File: src/rtl/midi_voice_ctrl.sv
// Mono MIDI voice controller: byte parser -> note -> NCO phase increment, gate and velocity.
// Latency: inc_valid floor(note/12)+2 cycles after the note-on byte; no backpressure, every wvalid byte is taken.
module midi_voice_ctrl #(
    parameter logic [3:0] CHANNEL   = 4'd0,
    parameter int         CLKFREQ   = 24562500,
    parameter int         ACC_WIDTH = 26
) (
    input  logic                 clk,
    input  logic                 reset,
    input  logic                 wvalid,
    input  logic [7:0]           word,
    output logic [ACC_WIDTH-1:0] phase_inc,
    output logic                 inc_valid,
    output logic                 gate,
    output logic [6:0]           note,
    output logic [6:0]           velocity
);

    typedef enum logic [1:0] {P_IDLE, P_WAIT_D1, P_WAIT_D2} pstate_t;
    typedef enum logic [1:0] {C_IDLE, C_DIV, C_APPLY} cstate_t;

    // Top-octave increments (notes 120..131); lower octaves are right shifts of these.
    function automatic logic [ACC_WIDTH-1:0] calc_base(input int k);
        real f;
        real m;
        f = 440.0 * (2.0 ** ((51.0 + k) / 12.0));
        m = f * (2.0 ** ACC_WIDTH) / CLKFREQ;
        return ACC_WIDTH'($rtoi(m + 0.5));
    endfunction

    logic [ACC_WIDTH-1:0] base_tab [12];

    for (genvar k = 0; k < 12; k++) begin : g_base
        localparam logic [ACC_WIDTH-1:0] BASE_K = calc_base(k);
        assign base_tab[k] = BASE_K;
    end

    pstate_t    pstate;
    cstate_t    cstate;
    logic [7:0] rs_dat;
    logic [6:0] d1;
    logic [6:0] div_rem;
    logic [3:0] div_oct;
    logic       gate_pending;

    logic msg_done;
    logic chan_ok;
    logic note_on_evt;
    logic note_off_evt;

    assign msg_done     = wvalid && !word[7] && (pstate == P_WAIT_D2);
    assign chan_ok      = (rs_dat[3:0] == CHANNEL);
    assign note_on_evt  = msg_done && chan_ok && (rs_dat[7:4] == 4'h9) && (word != 8'h00);
    assign note_off_evt = msg_done && chan_ok && (d1 == note) &&
                          ((rs_dat[7:4] == 4'h8) || ((rs_dat[7:4] == 4'h9) && (word == 8'h00)));

    always_ff @(posedge clk) begin
        if (reset) begin
            pstate       <= P_IDLE;
            cstate       <= C_IDLE;
            rs_dat       <= 8'h00;
            d1           <= 7'd0;
            div_rem      <= 7'd0;
            div_oct      <= 4'd0;
            gate_pending <= 1'b0;
            phase_inc    <= '0;
            inc_valid    <= 1'b0;
            gate         <= 1'b0;
            note         <= 7'd0;
            velocity     <= 7'd0;
        end else begin
            inc_valid <= 1'b0;

            // A new note-on restarts the divider, even on what would have been the APPLY edge.
            if (note_on_evt) begin
                div_rem <= d1;
                div_oct <= 4'd0;
                cstate  <= (d1 < 7'd12) ? C_APPLY : C_DIV;
            end else begin
                case (cstate)
                    C_DIV: begin
                        div_rem <= div_rem - 7'd12;
                        div_oct <= div_oct + 4'd1;
                        if (div_rem < 7'd24)
                            cstate <= C_APPLY;
                    end
                    C_APPLY: begin
                        phase_inc <= base_tab[div_rem[3:0]] >> (4'd10 - div_oct);
                        inc_valid <= 1'b1;
                        gate      <= gate_pending;
                        cstate    <= C_IDLE;
                    end
                    default: cstate <= C_IDLE;
                endcase
            end

            if (note_on_evt) begin
                note         <= d1;
                velocity     <= word[6:0];
                gate_pending <= 1'b1;
            end

            // Placed after APPLY so a note-off on the same edge still wins.
            if (note_off_evt) begin
                gate         <= 1'b0;
                gate_pending <= 1'b0;
            end

            if (wvalid && (word < 8'hF8)) begin
                if (word >= 8'hF0) begin
                    pstate <= P_IDLE;
                    rs_dat <= 8'h00;
                end else if (word[7]) begin
                    rs_dat <= word;
                    pstate <= P_WAIT_D1;
                end else begin
                    case (pstate)
                        P_WAIT_D1: begin
                            if (rs_dat[7:5] != 3'b110) begin
                                d1     <= word[6:0];
                                pstate <= P_WAIT_D2;
                            end
                        end
                        P_WAIT_D2: pstate <= P_WAIT_D1;
                        default:   pstate <= P_IDLE;
                    endcase
                end
            end
        end
    end

endmodule

File: config.mk
export PLATFORM = sky130hd
export DESIGN_NAME = midi_voice_ctrl
export DESIGN_NICKNAME = d
export VERILOG_FILES = /design/src/rtl/midi_voice_ctrl.sv
export SDC_FILE = /design/constraint.sdc
export NUM_CORES = 1
export LEC_CHECK = 0
export CAP_MARGIN = 10
export CORE_MARGIN = 2
export CORE_UTILIZATION = 55
export DETAILED_ROUTE_END_ITERATION = 10
export GPL_ROUTABILITY_DRIVEN = 0
export PLACE_DENSITY = 0.8
export SYNTH_ARGS = -nofsm -noshare
export SYNTH_HDL_FRONTEND = slang
export SYNTH_SLANG_ARGS = --single-unit
export TNS_END_PERCENT = 30
File: constraint.sdc
create_clock -name clk -period 2.72 [get_ports clk]
set_input_delay 0.68 -clock clk [delete_from_list [all_inputs] [get_ports clk]]
set_output_delay 0.68 -clock clk [all_outputs]
set_load 0.01 [all_outputs]
==> metrics.md <==
| Metric | Value |
|---|---|
| Finished Core Util | `69.1%` |
| Initial Util | `a little under three fifths` |
| Pwr Total | `1910 µW` |
| Die width | `approximately 89 µm` |
| DPL Wire Length | `7060 µm` |
| Core box area | `6870 µm²` |
| Clk_skew | `between 0.007 and 0.008 ns` |
| Setup crit start kind | `flip-flop` |
| Required time worst endpoint | `about 3.0 ns` |
| CTS root buf | `clkbuf_8` |
| # clock sinks | `between 60 and 70` |
| Initial antenna violation count | `0` |
| Part of the cycle the worst path needs | `91.2%` |
| Max-cap violations | `0` |
| Post-route antenna net violation count | `0` |
| First-pass GRT wire length | `16500 µm` |
| CP Data Arrival Time | `2.73 ns` |
| Sequential area share after synthesis | `between 30% and 40%` |
| Worst skew pair latency | `approximately 0.34 ns` |
| Max Slew Vio Count | `0` |
| Initial DRC Count | `about 250` |
| Share of cells above drive strength 1 | `roughly an eighth` |
| Design area | `around 4700 µm²` |
| Asr flop ratio synth | `0%` |
| CP max FO | `10` |
| Port bufs | `between 40 and 50` |
| Mapped Area | `just under 4000 µm²` |
| Drt pass-1 iters | `5` |
| Layout net count | `566` |
| Lkg Pwr | `0.00170 µW` |
| Diodes inserted | `0` |
| Hold path depth | `2` |
| Crit path capture type | `flip-flop` |
| Die Area | `approximately 8000 µm²` |
| Reg2reg start | `div_rem[0]` |
| Slowest cell on the critical path | `ha_1` |
| R2r setup slk | `between 0.2 and 0.25 ns` |
| Setup TNS | `0 ns` |
| Worst Hold Endpoint | `velocity[1]` |
| Clk buf depth | `2` |
| Post-layout min period | `2.48 ns` |
| FMAX | `a little over 400 MHz` |
| Post-CTS Setup Bufs | `0` |
| Die Y | `88.8 µm` |
| Post-DP Area | `between 4000 and 5000 µm²` |
| Wire per inst | `about 16 µm` |
| Power per Cell Area | `between 400 and 500 nW/µm²` |
| Post-Synthesis Cells | `~500` |
| FF-to-FF End | `phase_inc[5]` |
| FILL cells | `~570` |
| Worst hold slack | `roughly 0.45 ns` |
| Max-slew headroom | `roughly three fifths` |
| RSZ-0062 raised after global routing | `false` |
| Overflow left after global routing | `0` |
| Via density | `~5.9` |
| Synth Register Bits | `63` |
| Status | `complete, no violations` |
| Clock-pin slew on the worst setup and hold paths | `about 0.07 ns` |
| Critical path class | `flip-flop to flip-flop` |
| Vias in the first global route | `approximately 3500` |
| Predominant post-synthesis flop cell | `dfxtp_1` |
| Max stage delay on crit path | `between 0.4 and 0.5 ns` |
| Largest net degree at the start of global routing | `51` |
| HP Start | `velocity[1]` |
| H-Tree Depth | `3` |
| Mean Syn Cell Area | `approximately 8 µm²` |
| EDFF count, synth | `0` |
| P&R area growth vs syn | `20.0%` |
| GRT Overall Usage | `about a quarter` |
| Tightest Pin Transition | `0.622 ns` |
| Hold Vio Cnt, Final | `0` |
| CTS resizes | `0` |
| HP Class | `flip-flop to flip-flop` |
| Setup violations, final | `0` |
| Yosys warns | `0` |
| Cts hold-fix bufs | `0` |
| Row count | `30` |
| CTS tree | `yes` |
| Peak supply drop | `about 0.48 mV` |
| Detailed-route via count | `about 3800` |
| Reg2reg path depth | `8` |
| Critical-path cell list | `inv_1, ha_1, o21ai_1, o21ai_0, o21ai_0, o21ai_1, or3_1, a311oi_2` |
| DRC | `0` |
| Yosys cell types | `64` |
| Setup crit start | `div_rem[0]` |
| Num CTS Buffers | `9` |
| I/O pin count | `53` |
| Routed Wire Length | `~10000 µm` |
## layer usage
layer  vias to the layer above  routed length, µm  track usage, %
met5                         -                  0               0
met4                         0                350            11.7
li1                       1859                  -               -
met2                       166               4830            44.1
met1                      1744               4230            33.3
met3                        35                606            5.69
## metrics by stage
stage / instances / setup slack (ns)
detailed placement: 630 / -0.0202
global route: 645 / 0.0389
CTS: 645 / 0.204
global placement: 630 / -0.000489
finish: 645 / 0.239
floorplan: 510 / 0.346
## how the worst max path moves through the flow
stage                              end  slack [ns]  cells after the start
after floorplan           phase_inc[5]        0.35                      9
after global placement    phase_inc[4]     -0.0005                      8
after detailed placement  phase_inc[1]       -0.02                      7
after CTS                 phase_inc[2]        0.20                      8
after global routing      phase_inc[6]        0.04                      8
final                     phase_inc[5]        0.24                      8
## flip-flops by register name, summed over array words and instances (netlist names)
| register | flops |
|---|---|
| gate_pending | 1 |
| div_rem | 7 |
| div_oct | 4 |
| cstate | 2 |
| inc_valid | 1 |
| phase_inc | 16 |
| rs_dat | 8 |
| gate | 1 |
| d1 | 7 |
| pstate | 2 |
| note | 7 |
| velocity | 7 |
## synthesized netlist by cell type (4+ instances only)
library cell  number  area, µm²
nand2_1           64        240
dfxtp_1           63       1260
a21oi_1           47        235
nor2_1            39        146
o21ai_0           23        115
clkbuf_1          19       71.3
mux2i_1           15        150
a211oi_1          14        105
buf_2             14       70.1
buf_4             14        105
nand3_1           14       70.1
xnor2_1           14        123
nand2b_1          13       81.3
nor3_1            12       60.1
nand4_1           11       68.8
ha_1              10        125
nor2b_1           10       62.6
inv_1              7       26.3
xor2_1             7       61.3
a31oi_1            6       37.5
o211ai_1           6       45.0
a22oi_1            4       30.0
nor4_1             4       25.0
o31ai_1            4       30.0
## power breakdown
group	switching [µW]	internal, µW	leakage (µW)
sequential	7.30	931	0.000509
clock	366	509	0.000105
combinational	53.4	41.2	0.00108
total	427	1480	0.00170
## cells in the final DEF (no fill, tap or decap), types with 3 or more instances in the layout
cell type        Yosys  layout
clkbuf_8             0       9
o21ai_1              2       3
o2111ai_1            3       3
xor2_1               7       7
a21oi_1             47      47
clkdlybuf4s50_1      0      41
o31ai_1              4       4
dfxtp_1             63      63
o21a_1               3       3
a32oi_1              3       3
ha_1                10      10
nand3_1             14      14
a22oi_1              4       4
mux4_2               3       3
nor4_1               4       4
inv_1                7       7
o211ai_1             6       6
a211oi_1            14      14
nor2b_1             10      10
nand2_1             64      64
conb_1               1      10
nor3_1              12      12
buf_12               0       3
nor2_1              39      39
nand4_1             11      11
xnor2_1             14      14
o21ai_0             23      22
o311ai_0             3       3
mux2i_1             15      15
nand2b_1            13      13
mux2_2               3       3
a31oi_1              6       6
buf_4               14      31
## layout make-up
| type | count | area [µm²] | share of cell area [%] |
|---|---|---|---|
| clock buffers | 9 | 124 | 2.61 |
| clock inverters | 6 | 86.3 | 1.82 |
| inverters | 7 | 26.3 | 0.554 |
| multi-input cells | 388 | 2420 | 51.0 |
| flip-flops and latches | 63 | 1260 | 26.6 |
| well taps | 96 | 120 | 2.53 |
| repair buffers | 76 | 708 | 14.9 |
## worst max-delay path, delay by kind of cell, from the launching register on
family / cells / cell delay [ns]
adder cells (fa/ha/maj): 1 / 0.48
flip-flops: 1 / 0.41
AND/OR/NAND/NOR: 1 / 0.36
AO/OA/AOI/OAI: 5 / 1.01
buffers and inverters: 1 / 0.14
## logic make-up after synthesis
family,Yosys count,share of synthesized area (%)
compound gates,143,23.8
other cells,1,0.0949
xor+xnor,21,4.65
simple gates,183,22.2
buf+inv,59,7.76
flops,63,31.9
mux,21,6.36
fa+ha+maj,10,3.17
No activity file was read; power rests on OpenSTA's default activity.
